<file path="src/rtl/uart_tx.sv">
`default_nettype none
// ============================================================================
// Module   : uart_tx
// Purpose  : UART transmitter, 8E1 frames, one-entry holding register.
// Revision : 1.0 - initial release
// ============================================================================
module uart_tx #(
    parameter int CLKS_PER_BIT = 16
) (
    input  logic       clk,
    input  logic       reset,
    input  logic [7:0] TxData,
    input  logic       tx_valid,
    output logic       tx_ready,
    output logic       TxD,
    output logic       busy,
    output logic       tx_done
);

    localparam int              CW         = (CLKS_PER_BIT > 2) ? $clog2(CLKS_PER_BIT) : 1;
    localparam logic [CW-1:0]   c_CNT_LAST = CW'(CLKS_PER_BIT - 1);
    localparam logic [CW-1:0]   c_CNT_ONE  = CW'(1);

    localparam logic [2:0] c_IDLE   = 3'd0;
    localparam logic [2:0] c_START  = 3'd1;
    localparam logic [2:0] c_DATA   = 3'd2;
    localparam logic [2:0] c_PARITY = 3'd3;
    localparam logic [2:0] c_STOP   = 3'd4;

    logic [2:0]    state_q,  state_d;
    logic [CW-1:0] cnt_q,    cnt_d;
    logic [2:0]    idx_q,    idx_d;
    logic [7:0]    shift_q,  shift_d;
    logic          parity_q, parity_d;
    logic [7:0]    hold_q,   hold_d;
    logic          full_q,   full_d;
    logic          txd_q,    txd_d;
    logic          done_q,   done_d;

    logic w_accept;
    logic w_bit_end;

    assign w_accept  = tx_valid && !full_q;
    assign w_bit_end = (cnt_q == c_CNT_LAST);

    always_ff @(posedge clk or negedge reset) begin
        if (!reset) begin
            state_q  <= c_IDLE;
            cnt_q    <= '0;
            idx_q    <= '0;
            shift_q  <= '0;
            parity_q <= 1'b0;
            hold_q   <= '0;
            full_q   <= 1'b0;
            txd_q    <= 1'b1;
            done_q   <= 1'b0;
        end else begin
            state_q  <= state_d;
            cnt_q    <= cnt_d;
            idx_q    <= idx_d;
            shift_q  <= shift_d;
            parity_q <= parity_d;
            hold_q   <= hold_d;
            full_q   <= full_d;
            txd_q    <= txd_d;
            done_q   <= done_d;
        end
    end

    // Accept and load are mutually exclusive: accept needs an empty holder, load a full one.
    always_comb begin
        state_d  = state_q;
        cnt_d    = cnt_q;
        idx_d    = idx_q;
        shift_d  = shift_q;
        parity_d = parity_q;
        hold_d   = hold_q;
        full_d   = full_q;

        if (w_accept) begin
            hold_d = TxData;
            full_d = 1'b1;
        end

        case (state_q)
            c_IDLE: begin
                cnt_d = '0;
                if (full_q) begin
                    shift_d  = hold_q;
                    parity_d = ^hold_q;
                    full_d   = 1'b0;
                    state_d  = c_START;
                end
            end
            c_START: begin
                if (w_bit_end) begin
                    cnt_d   = '0;
                    idx_d   = '0;
                    state_d = c_DATA;
                end else begin
                    cnt_d = cnt_q + c_CNT_ONE;
                end
            end
            c_DATA: begin
                if (w_bit_end) begin
                    cnt_d = '0;
                    idx_d = idx_q + 3'd1;
                    if (idx_q == 3'd7) begin
                        state_d = c_PARITY;
                    end
                end else begin
                    cnt_d = cnt_q + c_CNT_ONE;
                end
            end
            c_PARITY: begin
                if (w_bit_end) begin
                    cnt_d   = '0;
                    state_d = c_STOP;
                end else begin
                    cnt_d = cnt_q + c_CNT_ONE;
                end
            end
            c_STOP: begin
                if (w_bit_end) begin
                    cnt_d = '0;
                    if (full_q) begin
                        shift_d  = hold_q;
                        parity_d = ^hold_q;
                        full_d   = 1'b0;
                        state_d  = c_START;
                    end else begin
                        state_d = c_IDLE;
                    end
                end else begin
                    cnt_d = cnt_q + c_CNT_ONE;
                end
            end
            default: begin
                cnt_d   = '0;
                state_d = c_IDLE;
            end
        endcase
    end

    // Line value is computed from the next state so TxD comes straight off a flop.
    always_comb begin
        txd_d  = 1'b1;
        done_d = (state_q == c_STOP) && w_bit_end;
        case (state_d)
            c_START:  txd_d = 1'b0;
            c_DATA:   txd_d = shift_d[idx_d];
            c_PARITY: txd_d = parity_d;
            default:  txd_d = 1'b1;
        endcase
    end

    assign TxD      = txd_q;
    assign tx_done  = done_q;
    assign busy     = (state_q != c_IDLE);
    assign tx_ready = !full_q;

endmodule
`default_nettype wire
</file>
<file path="config.mk">
export PLATFORM = sky130hd
export DESIGN_NAME = uart_tx
export DESIGN_NICKNAME = d
export VERILOG_FILES = /design/src/rtl/uart_tx.sv
export SDC_FILE = /design/constraint.sdc
export NUM_CORES = 1
export LEC_CHECK = 0
export BUFFER_PORTS_ARGS = -buffer_cell sky130_fd_sc_hd__clkbuf_2
export CAP_MARGIN = 20
export CELL_PAD_IN_SITES_DETAIL_PLACEMENT = 1
export CELL_PAD_IN_SITES_GLOBAL_PLACEMENT = 1
export CORE_MARGIN = 2
export CORE_UTILIZATION = 29
export CTS_CLUSTER_SIZE = 14
export DETAILED_ROUTE_END_ITERATION = 12
export PLACE_DENSITY_LB_ADDON = 0.1
export SKIP_LAST_GASP = 1
export SYNTH_ARGS = -nofsm -noshare
export SYNTH_HDL_FRONTEND = slang
export SYNTH_SLANG_ARGS = --single-unit
</file>
<file path="constraint.sdc">
create_clock -name clk -period 2.8 [get_ports clk]
set_input_delay 0.14 -clock clk [delete_from_list [all_inputs] [get_ports clk]]
set_output_delay 0.14 -clock clk [all_outputs]
set_load 0.02 [all_outputs]
</file>
* Word level (Yosys, flattened, before mapping) *
Index checks and enable logic that the tools add are counted.

storage, ports and cells
  word-level logic and storage cells = 54
  output and inout bits = 4
  bits in registers = 30

operators by class
  $lt $le $gt $ge = 1
  equality and inequality tests = 9
  mux-type cells = 26
  reductions and logical operators = 7
  add/subtract/negate cells = 2

operators by type and width
  operator             number
  $mux 3               8
  $mux 8               2
  $pmux 8 s2           1
  $pmux 3 s5           1
  $eq 3x2->1 const B   4
  $mux 4               2
  $reduce_xor 8->1     1
  $mux 1               7
  $eq 3x1->1 const B   2
  $eq 3x3->1 const B   2
  $pmux 3 s2           1
  $add 4x1->4 const B  1
  $eq 4x4->1 const B   1
  $lt 3x4->1 const B   1
  $pmux 1 s2           2
  $reduce_or 4->1      1
  $add 3x1->3 const B  1
  $bmux 1 s3           1
  $logic_not 3->1      1
  $pmux 1 s3           1
  $reduce_bool 3->1    1
  $logic_and 1x1->1    2
  $logic_not 1->1      1

* Longest topological paths before layout *
Gate-level depths: netlist of run 1.

  depth in word-level cells = 6
  mapped depth = 10
  mapped depth without buffers = 10

* Worst setup path after synthesis of run 1 *
OpenSTA, ideal clock, no wires.

  path type = flip-flop to flip-flop
  from = reg cnt_q[0]
  to = reg txd_q, in the netlist TxD
  stages on the path, launching flop included = 10
  setup time = 99 ps
  arrival time = 2410 ps
  path slack = 291 ps
  data required time = 2701 ps
  path buffers = 1
  period minus slack after synthesis = 2509 ps
  path through = dfrtp_1 ha_1 and3_4 inv_4 a2111oi_4 buf_6 mux2_2 mux2_2 a221oi_1 a41oi_2

between the ends
  longest elaborated chain between the ends = 6
  elaborated cells on any way between the ends = 19
  those cells by class = eq/ne (4); mux (15)

ends and longest elaborated chain
  element                       RTL line  text
  from (decl)                   31        logic [CW-1:0] cnt_q, cnt_d;
  from (signal assigned)        59        cnt_q <= cnt_d;
  $eq 4x4->1                    44        assign w_bit_end = (cnt_q == c_CNT_LAST);
  $mux 8                        124       if (w_bit_end) begin
  $pmux 8 s2                    85        case (state_q)
  via shift_d[4]                33        logic [7:0] shift_q, shift_d;
  $bmux 1 s3                    151       c_DATA: txd_d = shift_d[idx_d];
  $mux 1 (implied by the code)  151
  $pmux 1 s3                    149       case (state_d)
  via txd_d                     37        logic txd_q, txd_d;
  to (signal assigned)          65        txd_q <= txd_d;
  to (decl)                     37

The timed path passes the listed nets, and every way through them passes these cells. The select of a mux whose other input is x is not followed.
A chain may end at the register's enable or synchronous reset.

* Worst setup path after layout of run 1 *
Ends and elaborated chain as after synthesis.

==> results of run 1 <==
[cells by family (layout without fill, tap and decap cells)]
kind of cell    count (synthesis)  count (layout)  share of synthesized area [%]
simple gates                   35              35                          12.22
flops                          30              30                          49.96
mux                            21              21                          16.13
compound gates                 19              19                          10.81
buf+inv                         9              28                          2.909
xor+xnor                        8               8                          4.655
fa+ha+maj                       4               4                          3.325
[worst paths after layout]
kind	from	end	slack [ps]	depth (start not counted)
max	cnt_q[0]	TxD	260	8
min	TxData[0]	hold_q[0]	90	2
max reg2reg	cnt_q[0]	TxD	260	8
min reg2reg	shift_q[6]	shift_q[6]	490	1
max in group asynchronous	reset	cnt_q[2]	1850	2
min in group asynchronous	reset	hold_q[4]	470	2
[area by class of cell]
type	instances	area (um2)
fill	549	3268
sequential	30	752.0
multi-input combinational	87	709.4
timing repair buffer	17	95.09
tap	70	87.58
clock buffer	6	82.58
clock inverter	1	30.03
inverter	4	17.52
[routing by layer]
layer	track usage, %	part of all wire (%)	up-vias
li1	-	-	486
met3	3.910	4.0	4
met5	0	0	-
met4	3.818	1.2	0
met1	15.33	49	486
met2	17.50	46	13
[sequential cells by signal (all words and copies together) (netlist names)]
name / cells
full_q: 1
tx_done: 1
hold_q: 8
state_q: 3
shift_q: 8
TxD: 1
parity_q: 1
cnt_q: 4
idx_q: 3
[critical path, delay by kind of cell (launching register included)]
kind	cells	cell delay, ps
flip-flops	1	390
buffers and inverters	1	60
AO/OA/AOI/OAI	3	830
AND/OR/NAND/NOR	1	250
adder cells (fa/ha/maj)	1	270
multiplexers	2	650
[placed cells by master (no fill, tap or decap), drive strengths merged, types with 2 or more instances in the layout]
master / synthesis / final
buf: 1 / 2
mux2i: 4 / 4
and3: 4 / 4
dfrtp: 29 / 29
xnor2: 8 / 8
inv: 4 / 4
nand2: 9 / 9
ha: 4 / 4
a21oi: 3 / 3
o21ai: 2 / 2
or2: 2 / 2
mux2: 17 / 17
a31oi: 3 / 3
clkbuf: 4 / 20
nand3: 2 / 2
nor2b: 4 / 4
nor2: 8 / 8
[per-stage QoR]
stage | utilization, % | instances | hold WS (ps)
after floorplan | - | 126 | -155.6
after global placement | 32.75 | 207 | 250.8
after detailed placement | 32.75 | 207 | 257.1
after CTS | 35.19 | 215 | 83.44
after global routing | 35.19 | 215 | 81.89
final | 35.19 | 215 | 92.13
[power groups by stage]
stage | registers [mW] | logic (mW) | clock network [mW]
4_1_cts | 0.803 | 0.838 | 0.460
5_1_grt | 0.835 | 0.913 | 0.484
3_3_place_gp | 0.800 | 0.815 | 0
2_1_floorplan | 0.748 | 0.678 | 0
6_report | 0.801 | 0.816 | 0.439
3_5_place_dp | 0.812 | 0.830 | 0
==> impl_metrics.ini, run 1 <==
[grt]
antenna_found_initial = 0
grt_pass1_vias = 1044
grt_overflow = 0
grt_pass1_wl_um = 5230
grtUsageTotal_pct = 11.47
grt_max_degree = 31

[finish]
fin_area_mm2 = 0.001774
area_growth_pct = 17.87
layout.nets = 160
drive_above_1_share_pct = 31.72
antenna_cells = 0

[floorplanning]
core_area_mm2 = 0.005042
die_area_mm2 = 0.005783
start_util_pct = 29.85
die_w_um = 76.05
fp.dieH_um = 76.05
pin_count = 15
num_rows = 26

[setup_path]
critPathMaxFanout = 6
cpMaxStageDelayCell = a2111oi_4
worstPathCellList = ha_1 -> and3_4 -> inv_4 -> a2111oi_4 -> mux2_2 -> mux2_2 -> a221oi_1 -> a41oi_2
cp_slowest_stage_delay_ps = 400
worst_ep_arrival_time_ps = 2720
crit_type = reg2reg
critPathRequiredTime_ps = 2980
crit_path_end_kind = register
critPathLaunchType = register
cp_common_cell = mux2_2

[placed_design]
place_area_mm2 = 0.001652
gp_congestion = 0.7169
numPortBuffers = 14
hpwl_um = 2215
pre_cts_ws_ps = 242.2

[cts]
cts_buffers = 5
htree_levels = 2
postCtsHoldBufs = 1
clk_pin_slew_ps = 60
clock_sinks = 30
clock_latency_ps = 280
cts-root-buf = clkbuf_8
post_cts_resized = 0
cts_tree = built
post_cts_buffers = 0
cts_buffer_depth = 2

[logic_synthesis]
yosysUniqueCellTypes = 39
synth_nets = 141
syn_area_mm2 = 0.001505
async_reset_ff_share_pct = 100.0
yosysMostFrequentCell = dfrtp_1
synth-warning-count = 0
synthFlopType = dfrtp_1
synth_common_cells = dfrtp_1 (29), mux2_2 (12), nand2_1 (9)
syn_area_per_cell_um2 = 11.95
yosys_register_bits = 30
synth_edf_count = 0
yosysSeqAreaShare_pct = 49.96
synthTopCellsByArea = dfrtp_1 (48%), mux2_2 (9.0%), xnor2_1 (4.7%)
synth_top_area_cell = dfrtp_1
synthCells = 126
synth_top_area_share_pct = 48.21

[timing]
tns_ps = 0
max_freq_mhz = 393.3
skew_ps = 5.329
finalSetupViolCount = 0
worst_slew_pin_slew_ps = 766.0
rsz0062_at_grt = false
max_slew_margin_pct = 48.83
layout_min_cycle_time_ps = 2543
layout_setup_ws_ps = 257.5
report.final.slew_viol_count = 0
fin_crit_sh_pct = 90.80
hold_viol_final = 0

[drt]
dr.pass1.iters = 3
dr_total_vias = 989
viasPerCell = 4.600
wl_um = 3018
drt_iter0_markers = 41
remaining_drc_errors = 0
routedWlPerCell_um = 14.04
ant_nets = 0

[power]
leakage_nw = 0.7747
p_int_mw = 1.358
p_per_area_mw_per_mm2 = 1159
power.share.sequential_pct = 39.0
pwr-share-clk_pct = 21.3
p_sw_uw = 698.0
fin_total_pwr_mw = 2.056
ir_drop_mv = 0.4781
swShare_pct = 33.95
combPwrFrac_pct = 39.7

[job]
maxCapViolations = 0

[min_path]
worstHoldPathType = in2reg

[run_status]
status = completed
Note: power is estimated with default switching activity, not from simulation.
==> inputs of run 2 (changes only) <==
--- a/config.mk
+++ b/config.mk
@@ -6,11 +6,12 @@
 export NUM_CORES = 1
 export LEC_CHECK = 0
 export BUFFER_PORTS_ARGS = -buffer_cell sky130_fd_sc_hd__clkbuf_2
-export CAP_MARGIN = 20
-export CELL_PAD_IN_SITES_DETAIL_PLACEMENT = 1
-export CELL_PAD_IN_SITES_GLOBAL_PLACEMENT = 1
+export CAP_MARGIN = 10
+export CELL_PAD_IN_SITES_DETAIL_PLACEMENT = 0
+export CELL_PAD_IN_SITES_GLOBAL_PLACEMENT = 2
 export CORE_MARGIN = 2
 export CORE_UTILIZATION = 29
+export CTS_BUF_LIST = sky130_fd_sc_hd__clkbuf_8
 export CTS_CLUSTER_SIZE = 14
 export DETAILED_ROUTE_END_ITERATION = 12
 export PLACE_DENSITY_LB_ADDON = 0.1
==> run 2 against run 1 <==
  * First-iteration DRC count down 34%
  * Combinational power about the same
  * Wire length down 2.2%
  * Die area unchanged
  * Design area down 0.99%
  * Via count down 0.51%
  * Sequential share of layout area up 0.42 points
  * Clock-buffer cell count unchanged
  * Critical endpoint unchanged
  * Largest cell class unchanged
==> impl_metrics.ini, run 2 (same netlist as run 1, synthesis figures left out) <==
[run_status]
status = completed

[setup_path]
crit_path_end_kind = register
r2r_cells = 8
critPathRequiredTime_ps = 2990
path_delay_family = compound AO/OA/AOI/OAI gates
critPathLaunchType = register
critPathBufInv = 1
cpMaxStageDelayCell = a2111oi_4
rr_endpoint = TxD
cp_slowest_stage_delay_ps = 420
cp_common_cell = mux2_2
critPathMaxFanout = 6
r2r-start = cnt_q[0]
rrSetupSlack_ps = 260
worstPathCellList = ha_1 -> and3_4 -> inv_4 -> a2111oi_4 -> mux2_2 -> mux2_2 -> a221oi_1 -> a41oi_2
path_depth = 8
worst_ep_arrival_time_ps = 2740
crit_type = reg2reg

[power]
p_sw_uw = 706.1
p_int_mw = 1.269
pwr-share-clk_pct = 18.4
combPwrFrac_pct = 41.3
power.share.sequential_pct = 40.3
swShare_pct = 35.74
leakage_nw = 0.7646
ir_drop_mv = 0.4234
p_per_area_mw_per_mm2 = 1125
fin_total_pwr_mw = 1.976

[timing]
hold_viol_final = 0
skew_ps = 3.499
tns_ps = 0
finalSetupViolCount = 0
layout_min_cycle_time_ps = 2544
worst_slew_pin_slew_ps = 764.6
layout_setup_ws_ps = 256.3
max_freq_mhz = 393.1
max_slew_margin_pct = 48.92
rsz0062_at_grt = false
fin_crit_sh_pct = 90.85
report.final.slew_viol_count = 0
fin_hold_ws_ps = 80.86

[finish]
drive_above_1_share_pct = 32.19
layout_commonest_cell = dfrtp_1
reg.largest.list = hold_q: 8 flops, shift_q: 8 flops, cnt_q: 4 flops
layout.nets = 160
antenna_cells = 0
fillerInstances = 523
layout_common_cells = dfrtp_1 (29), clkbuf_2 (14), mux2_2 (12)
area_growth_pct = 16.71

[grt]
grtUsageTotal_pct = 11.27
grt_overflow = 0
antenna_found_initial = 0
grt_pass1_wl_um = 4995
grt_pass1_vias = 983
grt_max_degree = 31

[cts]
clock_latency_ps = 280
cts_buffers = 5
post_cts_buffers = 0
cts_tree = built
postCtsHoldBufs = 1
cts_buffer_depth = 2
clk_pin_slew_ps = 70
htree_levels = 2
clock_sinks = 30
post_cts_resized = 0
cts-root-buf = clkbuf_8

[drt]
dr.pass1.iters = 4
drt_iter0_markers = 27
viasPerCell = 4.556
met3_length_um = 133
routedWlPerCell_um = 13.67
drt-met1-wl_um = 1269
top_layer = met4
dr_total_vias = 984
met2WireLength_um = 1511
remaining_drc_errors = 0
ant_nets = 0
wl_um = 2952

[min_path]
worstHoldPathType = in2reg
min_from = tx_valid
holdPathStages = 3
hold_end = full_q

[floorplanning]
die_area_mm2 = 0.005783
pin_count = 15
fp.dieH_um = 76.05
die_w_um = 76.05
start_util_pct = 29.85
num_rows = 26
core_area_mm2 = 0.005042

[placed_design]
gp_congestion = 0.7401
hpwl_um = 2197
numPortBuffers = 14
pre_cts_ws_ps = 231.3

[job]
maxCapViolations = 0
## run 2: layout make-up
class / instances / area, um2 / share of cell area, %
inverters: 4 / 17.52 / 0.9972
repair buffers: 17 / 95.09 / 5.413
flip-flops and latches: 30 / 752.0 / 42.81
clock buffers: 6 / 82.58 / 4.701
clock inverters: 2 / 12.51 / 0.7123
multi-input cells: 87 / 709.4 / 40.38
well taps: 70 / 87.58 / 4.986
## run 2: metrics by stage
step	instance area, um2	instances	util (%)
CTS	1757	216	34.84
global placement	1652	207	32.75
floorplan	1505	126	-
global route	1757	216	34.84
finish	1757	216	34.84
detailed placement	1652	207	32.75
## run 2: per-layer routing
metal,global-route usage (%),up-vias
li1,-,484
met1,13.53,478
met2,18.04,18
met3,4.739,4
met4,4.364,0
met5,0,-
## run 2: worst max path at each step
stage	end	slack, ps	startpoint
after CTS	TxD	220	cnt_q[0]
after floorplan	TxD	290	cnt_q[0]
after global placement	TxD	290	cnt_q[0]
after detailed placement	TxD	230	cnt_q[0]
final	TxD	260	cnt_q[0]
after global routing	TxD	70	cnt_q[0]
## run 2: power groups by stage
stage / clock network (mW) / registers [mW] / logic [mW]
final: 0.364 / 0.796 / 0.816
after detailed placement: 0 / 0.808 / 0.829
after floorplan: 0 / 0.748 / 0.678
after global placement: 0 / 0.804 / 0.825
after CTS: 0.387 / 0.801 / 0.839
after global routing: 0.403 / 0.829 / 0.918
## run 2: worst register-to-register path: cells and delay by family (launching register included)
| family | cells | cell delay, ps |
|---|---|---|
| simple gates | 1 | 250 |
| buf+inv | 1 | 60 |
| flops | 1 | 390 |
| fa+ha+maj | 1 | 260 |
| mux | 2 | 660 |
| compound gates | 3 | 840 |
